<file path="src/rtl/fp_mul_pack_stage.sv">
// Back end of the single-precision multiplier: sign/exponent, class detection, IEEE-754 packing.
// Two-stage valid/ready pipeline; define FPMUL_FLAG_COUNT_EN to add saturating flag counters.
module fp_mul_pack_stage #(
  parameter int BIAS  = 127,
  parameter int EXP_W = 10   // must be >= 10 to hold the full signed exponent sum
) (
  input  logic        clk,
  input  logic        reset,
  input  logic        in_valid,
  output logic        in_ready,
  input  logic [31:0] a_operand,
  input  logic [31:0] b_operand,
  input  logic        normalised,
  input  logic [22:0] product_mantissa,
  output logic        out_valid,
  input  logic        out_ready,
  output logic [31:0] result,
  output logic        overflow,
  output logic        underflow,
  output logic        exception
`ifdef FPMUL_FLAG_COUNT_EN
  ,
  output logic [15:0] ovf_count,
  output logic [15:0] unf_count,
  output logic [15:0] exc_count
`endif
);

  localparam logic signed [EXP_W-1:0] EXP_MAX  = EXP_W'(255);
  localparam logic signed [EXP_W-1:0] EXP_ZERO = '0;
  localparam logic signed [EXP_W-1:0] EXP_BIAS = EXP_W'(BIAS);

  // S1 state
  logic                    r_s1_valid;
  logic                    r_s1_sign;
  logic signed [EXP_W-1:0] r_s1_esum;
  logic [22:0]             r_s1_mant;
  logic                    r_s1_zero;
  logic                    r_s1_exc;

  // S1 combinational inputs
  logic signed [EXP_W-1:0] w_ea, w_eb, w_norm, w_esum;
  logic                    w_a_zero, w_b_zero, w_exc;

  // S2 next-state
  logic        w_s2_load;
  logic [31:0] w_res;
  logic        w_ovf, w_unf, w_exc_out;

  assign w_s2_load = !out_valid | out_ready;
  assign in_ready  = !r_s1_valid | w_s2_load;

  assign w_ea     = {{(EXP_W-8){1'b0}}, a_operand[30:23]};
  assign w_eb     = {{(EXP_W-8){1'b0}}, b_operand[30:23]};
  assign w_norm   = {{(EXP_W-1){1'b0}}, normalised};
  assign w_esum   = w_ea + w_eb - EXP_BIAS + w_norm;
  assign w_a_zero = (a_operand[30:0] == 31'd0);
  assign w_b_zero = (b_operand[30:0] == 31'd0);
  assign w_exc    = (a_operand[30:23] == 8'hFF) | (b_operand[30:23] == 8'hFF);

  always_ff @(posedge clk) begin
    if (reset) begin
      r_s1_valid <= 1'b0;
      r_s1_sign  <= 1'b0;
      r_s1_esum  <= '0;
      r_s1_mant  <= '0;
      r_s1_zero  <= 1'b0;
      r_s1_exc   <= 1'b0;
    end else if (in_ready) begin
      r_s1_valid <= in_valid;
      if (in_valid) begin
        r_s1_sign <= a_operand[31] ^ b_operand[31];
        r_s1_esum <= w_esum;
        r_s1_mant <= product_mantissa;
        r_s1_zero <= w_a_zero | w_b_zero;
        r_s1_exc  <= w_exc;
      end
    end
  end

  // Classification priority: NaN operand, zero operand, overflow, underflow, normal.
  always_comb begin
    w_res     = {r_s1_sign, r_s1_esum[7:0], r_s1_mant};
    w_ovf     = 1'b0;
    w_unf     = 1'b0;
    w_exc_out = 1'b0;
    if (r_s1_exc) begin
      w_res     = {r_s1_sign, 8'hFF, 23'h400000};
      w_exc_out = 1'b1;
    end else if (r_s1_zero) begin
      w_res = {r_s1_sign, 31'd0};
    end else if (r_s1_esum >= EXP_MAX) begin
      w_res = {r_s1_sign, 8'hFF, 23'd0};
      w_ovf = 1'b1;
    end else if (r_s1_esum <= EXP_ZERO) begin
      w_res = {r_s1_sign, 31'd0};
      w_unf = 1'b1;
    end
  end

  always_ff @(posedge clk) begin
    if (reset) begin
      out_valid <= 1'b0;
      result    <= '0;
      overflow  <= 1'b0;
      underflow <= 1'b0;
      exception <= 1'b0;
    end else if (w_s2_load) begin
      out_valid <= r_s1_valid;
      if (r_s1_valid) begin
        result    <= w_res;
        overflow  <= w_ovf;
        underflow <= w_unf;
        exception <= w_exc_out;
      end
    end
  end

`ifdef FPMUL_FLAG_COUNT_EN
  logic w_fire;
  assign w_fire = out_valid & out_ready;

  always_ff @(posedge clk) begin
    if (reset) begin
      ovf_count <= '0;
      unf_count <= '0;
      exc_count <= '0;
    end else if (w_fire) begin
      if (overflow  && ovf_count != 16'hFFFF) ovf_count <= ovf_count + 16'd1;
      if (underflow && unf_count != 16'hFFFF) unf_count <= unf_count + 16'd1;
      if (exception && exc_count != 16'hFFFF) exc_count <= exc_count + 16'd1;
    end
  end
`endif

endmodule

</file>
<file path="config.mk">
export PLATFORM = sky130hd
export DESIGN_NAME = fp_mul_pack_stage
export DESIGN_NICKNAME = d
export VERILOG_FILES = /design/src/rtl/fp_mul_pack_stage.sv
export SDC_FILE = /design/constraint.sdc
export NUM_CORES = 1
export LEC_CHECK = 0
export ABC_AREA = 0
export CORE_MARGIN = 2
export CORE_UTILIZATION = 47
export DETAILED_ROUTE_END_ITERATION = 8
export GPL_ROUTABILITY_DRIVEN = 0
export PLACE_DENSITY = 0.85
export SYNTH_ARGS = -nofsm -noshare
export SYNTH_HDL_FRONTEND = slang
export SYNTH_SLANG_ARGS = --single-unit
</file>
<file path="constraint.sdc">
create_clock -name clk -period 3.6 [get_ports clk]
set_input_delay 0.72 -clock clk [delete_from_list [all_inputs] [get_ports clk]]
set_output_delay 0.72 -clock clk [all_outputs]
set_load 0.01 [all_outputs]
</file>
==> flow_summary.ini, run 1 <==
[final_layout]
final_util = 0.724
nNetsFinal = 619
drive_gt1_frac = 0.0913
area.growth.synth_to_final_pct = 48.1
n_fill_cell = 538
design_area_sq_um = 4950
antenna_cells = 0

[power]
power_density_nw_per_um2 = 415
p_total_w = 0.00205
power.leakage_nw = 1.84
peakVddDrop_mv = 0.202

[die]
die_y_um = 88.3
io_pins = 129
rows = 30
die_x_um = 88.3
initial_utilization = 0.489
die-area_sq_um = 7800
core_sq_um = 6830

[timing]
finClkSkew_ns = 0.00741
fmax_mhz = 359
min_period_over_period = 0.774
maxSlewHeadroom = 0.427
hold_violations = 0
tightest_slew_ns = 0.859
period_needed_ns = 2.79
final.setup.tns_ns = 0
fin_hold_ws_ns = 0.459
drv_slew = 0
rsz0062_at_grt = false
setup_viol = 0

[critical_path]
worst-r2r-cell-count = 6
endpoint_kind = flip-flop
rr_startpoint = r_s1_esum[8]
cp-start-kind = input pin
crit_required_ns = 3.86
crit_type = in2reg
worst_ep_arrival_time_ns = 3.04
crit_start = a_operand[26]
cp_max_fo = 5

[cts]
root_buffer = clkbuf_8
cts_setup_buffers = 0
cts_resized = 0
cts_hold_buf = 0
cts.sinks = 73
cts.path.max_buffers = 2
htreeDepth = 3
clk_latency_ns = 0.35
path_clk_slew_ns = 0.07
cts_tree = built
cts_buffers = 9

[yosys]
ys_top_cells_by_area = dfxtp_1, a21oi_1, a22oi_2, nand2_1, ha_1
ys_async_sr_fraction = 0
syn_inst = 386
synth_nets = 495
yosys.area.top_type_share = 0.438
synth_edf_count = 0
synth_warnings = 0
yosysTopAreaCell = dfxtp_1
synth_area_sq_um = 3340
ys_seq_area_frac = 0.438
syn_avg_cell_area_sq_um = 8.65
synth_most_common_cell = dfxtp_1
ys_types = 42
synth-main-ff-cell = dfxtp_1
ys_seq_elements = 73
netlist_top_cells_count = dfxtp_1, nand2_1, a21oi_1

[detailed_routing]
ant_nets = 0
drt-pass1-iter-count = 4
routedWlPerCell_um = 14.7
drc = 0
vias_per_cell = 5.46
via_count = 3335
drt_wl_total_mm = 8.96
drt_iter0_markers = 193

[global_routing]
track_usage = 0.237
grt_pass1_vias = 3270
antenna_found_initial = 0
grt-ovfl-total = 0
grt_pass1_wl_mm = 14.3
grt_max_degree = 51

[placed_design]
dp_hpwl_mm = 6.75
portBuffers = 128
place_area_sq_um = 4700

[hold_path]
hold_start = r_s1_mant[22]
hold_path_depth = 2
hp-class = reg2reg

[outcome]
status = complete, no violations

[run]
maxCapViolations = 0
## layer usage
| metal | wire [um] | GRT usage |
|---|---|---|
| met2 | 4600 | 0.420 |
| met4 | 308 | 0.109 |
| met3 | 630 | 0.0588 |
| met5 | 0 | 0 |
| met1 | 3420 | 0.268 |
## final cells by class
type                    count  area, sq um  area share
inverters                  11         41.3     0.00835
multi-input cells         280         1750       0.353
repair buffers            135         1330       0.269
clock buffers              10          138      0.0278
clock inverters             6          113      0.0228
flip-flops and latches     73         1460       0.295
well taps                  96          120      0.0243
## worst paths after layout
check	endpoint	slack [ns]
max	r_s1_esum[7]	0.81
max reg2reg	result[20]	1.69
min	r_s1_mant[22]	0.46
min reg2reg	r_s1_mant[22]	0.46
## power by group
part | internal (W) | switching [W] | leakage, nW
Clock | 0.000483 | 0.000303 | 0.127
Combinational | 0.000206 | 0.000175 | 1.12
Sequential | 0.000851 | 0.0000356 | 0.596
Total | 0.00154 | 0.000514 | 1.84
## kinds of logic (layout without fill, tap and decap cells)
family                     count (synthesis)  in the layout  synth area share
and+or+nand+nor                          149            149             0.217
DFF                                       73             73             0.438
xor gates and xnor gates                   4              4            0.0105
adders and majority gates                 17             17            0.0659
buffers and inverters                     33            162            0.0423
AOI/OAI and AO/OA                        110            110             0.227
## per-stage QoR
step	setup WS [ns]	std cells
CTS	0.840	611
finish	0.812	611
global placement	0.581	595
global route	0.698	611
detailed placement	0.489	595
floorplan	1.14	386
## critical path: stages
cell             delay (ns)
clkdlybuf4s50_1        0.44
ha_1                   0.31
ha_1                   0.37
and3_1                 0.22
a311o_1                0.34
a21oi_1                0.22
o21ai_0                0.15
a311oi_1               0.26
## registers in the layout (all words and copies together), names as in the netlist
signal      flops
r_s1_esum      10
r_s1_zero       1
exception       1
r_s1_sign       1
result         32
underflow       1
out_valid       1
overflow        1
r_s1_valid      1
r_s1_exc        1
r_s1_mant      23
## cell usage in the layout, fill, tap and decap left out, types with 3 or more instances in the layout
cell,n
nor4_1,15
a22oi_1,3
a21oi_1,53
nand3b_1,7
nor2_1,37
buf_4,7
nand2_1,57
o21ai_0,16
clkdlybuf4s50_1,127
nor3_1,7
bufinv_16,3
nor2b_1,3
xnor2_1,3
ha_1,16
a21o_1,6
inv_1,11
a22oi_2,20
dfxtp_1,73
nand4_1,10
clkbuf_8,10
No activity file was read; power rests on OpenSTA's default activity.
==> run 2, diff against run 1 <==
--- a/config.mk
+++ b/config.mk
@@ -7,10 +7,10 @@
 export LEC_CHECK = 0
 export ABC_AREA = 0
 export CORE_MARGIN = 2
-export CORE_UTILIZATION = 47
+export CORE_UTILIZATION = 44
 export DETAILED_ROUTE_END_ITERATION = 8
 export GPL_ROUTABILITY_DRIVEN = 0
-export PLACE_DENSITY = 0.85
+export PLACE_DENSITY = 0.8
 export SYNTH_ARGS = -nofsm -noshare
 export SYNTH_HDL_FRONTEND = slang
 export SYNTH_SLANG_ARGS = --single-unit
==> constraint.sdc (replaced) <==
create_clock -name clk -period 2.62 [get_ports clk]
set_input_delay 0.524 -clock clk [delete_from_list [all_inputs] [get_ports clk]]
set_output_delay 0.524 -clock clk [all_outputs]
set_load 0.01 [all_outputs]
==> run 2 against run 1 <==
Net effect: die area increased by 6.5%; routed wire length decreased by 2.2%; final cell count up 3.1%; largest power group unchanged.
==> flow_summary.ini, run 2 (synthesized netlist as in run 1, its figures left out) <==
[run]
maxCapViolations = 0

[cts]
cts_tree = built
cts.sinks = 73
htreeDepth = 3
cts_resized = 0
cts_hold_buf = 0
cts_setup_buffers = 0
cts.path.max_buffers = 2
cts_buffers = 9
root_buffer = clkbuf_8
path_clk_slew_ns = 0.07
clk_latency_ns = 0.34

[hold_path]
hold_end = underflow
hold_path_depth = 2
hold_start = underflow
hp-class = reg2reg

[global_routing]
grt_pass1_vias = 3359
grt_max_degree = 43
antenna_found_initial = 0
use_met3 = 0.0473
met2_usage = 0.400
use_met1 = 0.252
grt_pass1_wl_mm = 14.8
grt-ovfl-total = 0
track_usage = 0.217
top_usage_layer = met2

[critical_path]
crit_type = in2reg
crit_required_ns = 2.87
rr_startpoint = r_s1_esum[8]
slowest_delay_ns = 0.46
cp.depth = 8
crit_family = compound AO/OA/AOI/OAI gates
crit_chain = clkdlybuf4s50_1 > ha_1 > ha_1 > and3_1 > a311o_1 > a21oi_1 > o21ai_0 > a311oi_1
endpoint_kind = flip-flop
worst_ep_arrival_time_ns = 2.75
cp_num_buf_inv = 1
worst-r2r-cell-count = 6
regToRegSetupSlack_ns = 0.71
cp_slowest_cell = clkdlybuf4s50_1
r2r-end = result[0]
cp-start-kind = input pin
cp_common_cell = ha_1
cp_max_fo = 3

[placed_design]
dp_hpwl_mm = 6.79
portBuffers = 128

[die]
core_sq_um = 7290
io_pins = 129
die_y_um = 91.1
rows = 31
die-area_sq_um = 8300
initial_utilization = 0.458
die_x_um = 91.1

[final_layout]
antenna_cells = 0
final_cell_mix = clkdlybuf4s50_1, dfxtp_1, nand2_1, a21oi_1, nor2_1
largest_reg_flops = 32
biggestRegsByFlops = result (32), r_s1_mant (23), r_s1_esum (10)
drive_gt1_frac = 0.121
layout_commonest_cell = clkdlybuf4s50_1
area.growth.synth_to_final_pct = 51.3
max_flop_register = result
nNetsFinal = 636

[timing]
min_period_over_period = 0.956
maxSlewHeadroom = 0.606
fmax_mhz = 399
setup_viol = 0
finClkSkew_ns = 0.0112
final.setup.tns_ns = 0
drv_slew = 0
fin_hold_ws_ns = 0.459
tightest_slew_ns = 0.592
hold_violations = 0
rsz0062_at_grt = false
period_needed_ns = 2.50

[power]
p_sw_frac = 0.256
power_density_nw_per_um2 = 533
p_int_w = 0.00200
power.leakage_nw = 1.91
share_comb_of_total_power = 0.205
peakVddDrop_mv = 0.300
pwr-share-seq = 0.452
p_sw_w = 0.000689
clkPwrFrac = 0.344

[detailed_routing]
via_count = 3286
drc = 0
routedWlPerCell_um = 13.9
drt-pass1-iter-count = 4
drt_iter0_markers = 187
ant_nets = 0
vias_per_cell = 5.22
drt_wl_total_mm = 8.75

[outcome]
status = complete, no violations
run 2: cell count changes in the layout (fill, tap and decap cells not counted), sizes merged:
cell / previous run / this run
buf: 8 / 25
bufinv: 3 / 2
clkbuf: 10 / 9
clkinv: 1 / 4
inv: 13 / 11
run 2: tightest hold or removal path, stage by stage (launching register included):
cell and delay, ns:
dfxtp_1 0.31, nand2_1 0.05, a21oi_1 0.05
run 2: per-stage QoR:
step                 util  setup slack [ns]  cell area (sq um)  total power, W  std cells
floorplan               -             0.360               3340         0.00150        386
global placement    0.664            -0.151               4840         0.00178        615
detailed placement  0.664            -0.210               4840         0.00179        615
CTS                 0.692             0.140               5050         0.00271        630
global route        0.693           0.00374               5050         0.00282        630
finish              0.693             0.115               5050         0.00269        630
run 2: layout make-up:
type,count,area [sq um]
Clock inverter,6,83.8
Timing Repair Buffer,152,1470
Inverter,11,41.3
Multi-Input combinational cell,280,1750
Clock buffer,9,124
Sequential cell,73,1460
Fill cell,588,2240
Tap cell,99,124
run 2: power groups by stage:
stage	Combinational (W)	Clock, W	Sequential (W)
after floorplan	0.000264	0	0.00124
after global placement	0.000538	0	0.00124
after detailed placement	0.000550	0	0.00124
after CTS	0.000554	0.000944	0.00122
after global routing	0.000606	0.000990	0.00122
final	0.000552	0.000926	0.00122
run 2: routing by layer:
metal | vias up | wire length (um)
met5 | - | 0
li1 | 1660 | -
met4 | 0 | 88
met2 | 124 | 4450
met3 | 8 | 544
met1 | 1494 | 3670
run 2: worst max-delay path by stage:
stage,to,start
4_1_cts,r_s1_esum[7],a_operand[26]
6_report,r_s1_esum[7],a_operand[26]
5_1_grt,r_s1_esum[7],a_operand[26]
2_1_floorplan,r_s1_esum[7],a_operand[26]
3_5_place_dp,r_s1_esum[8],a_operand[23]
3_3_place_gp,r_s1_esum[8],a_operand[23]
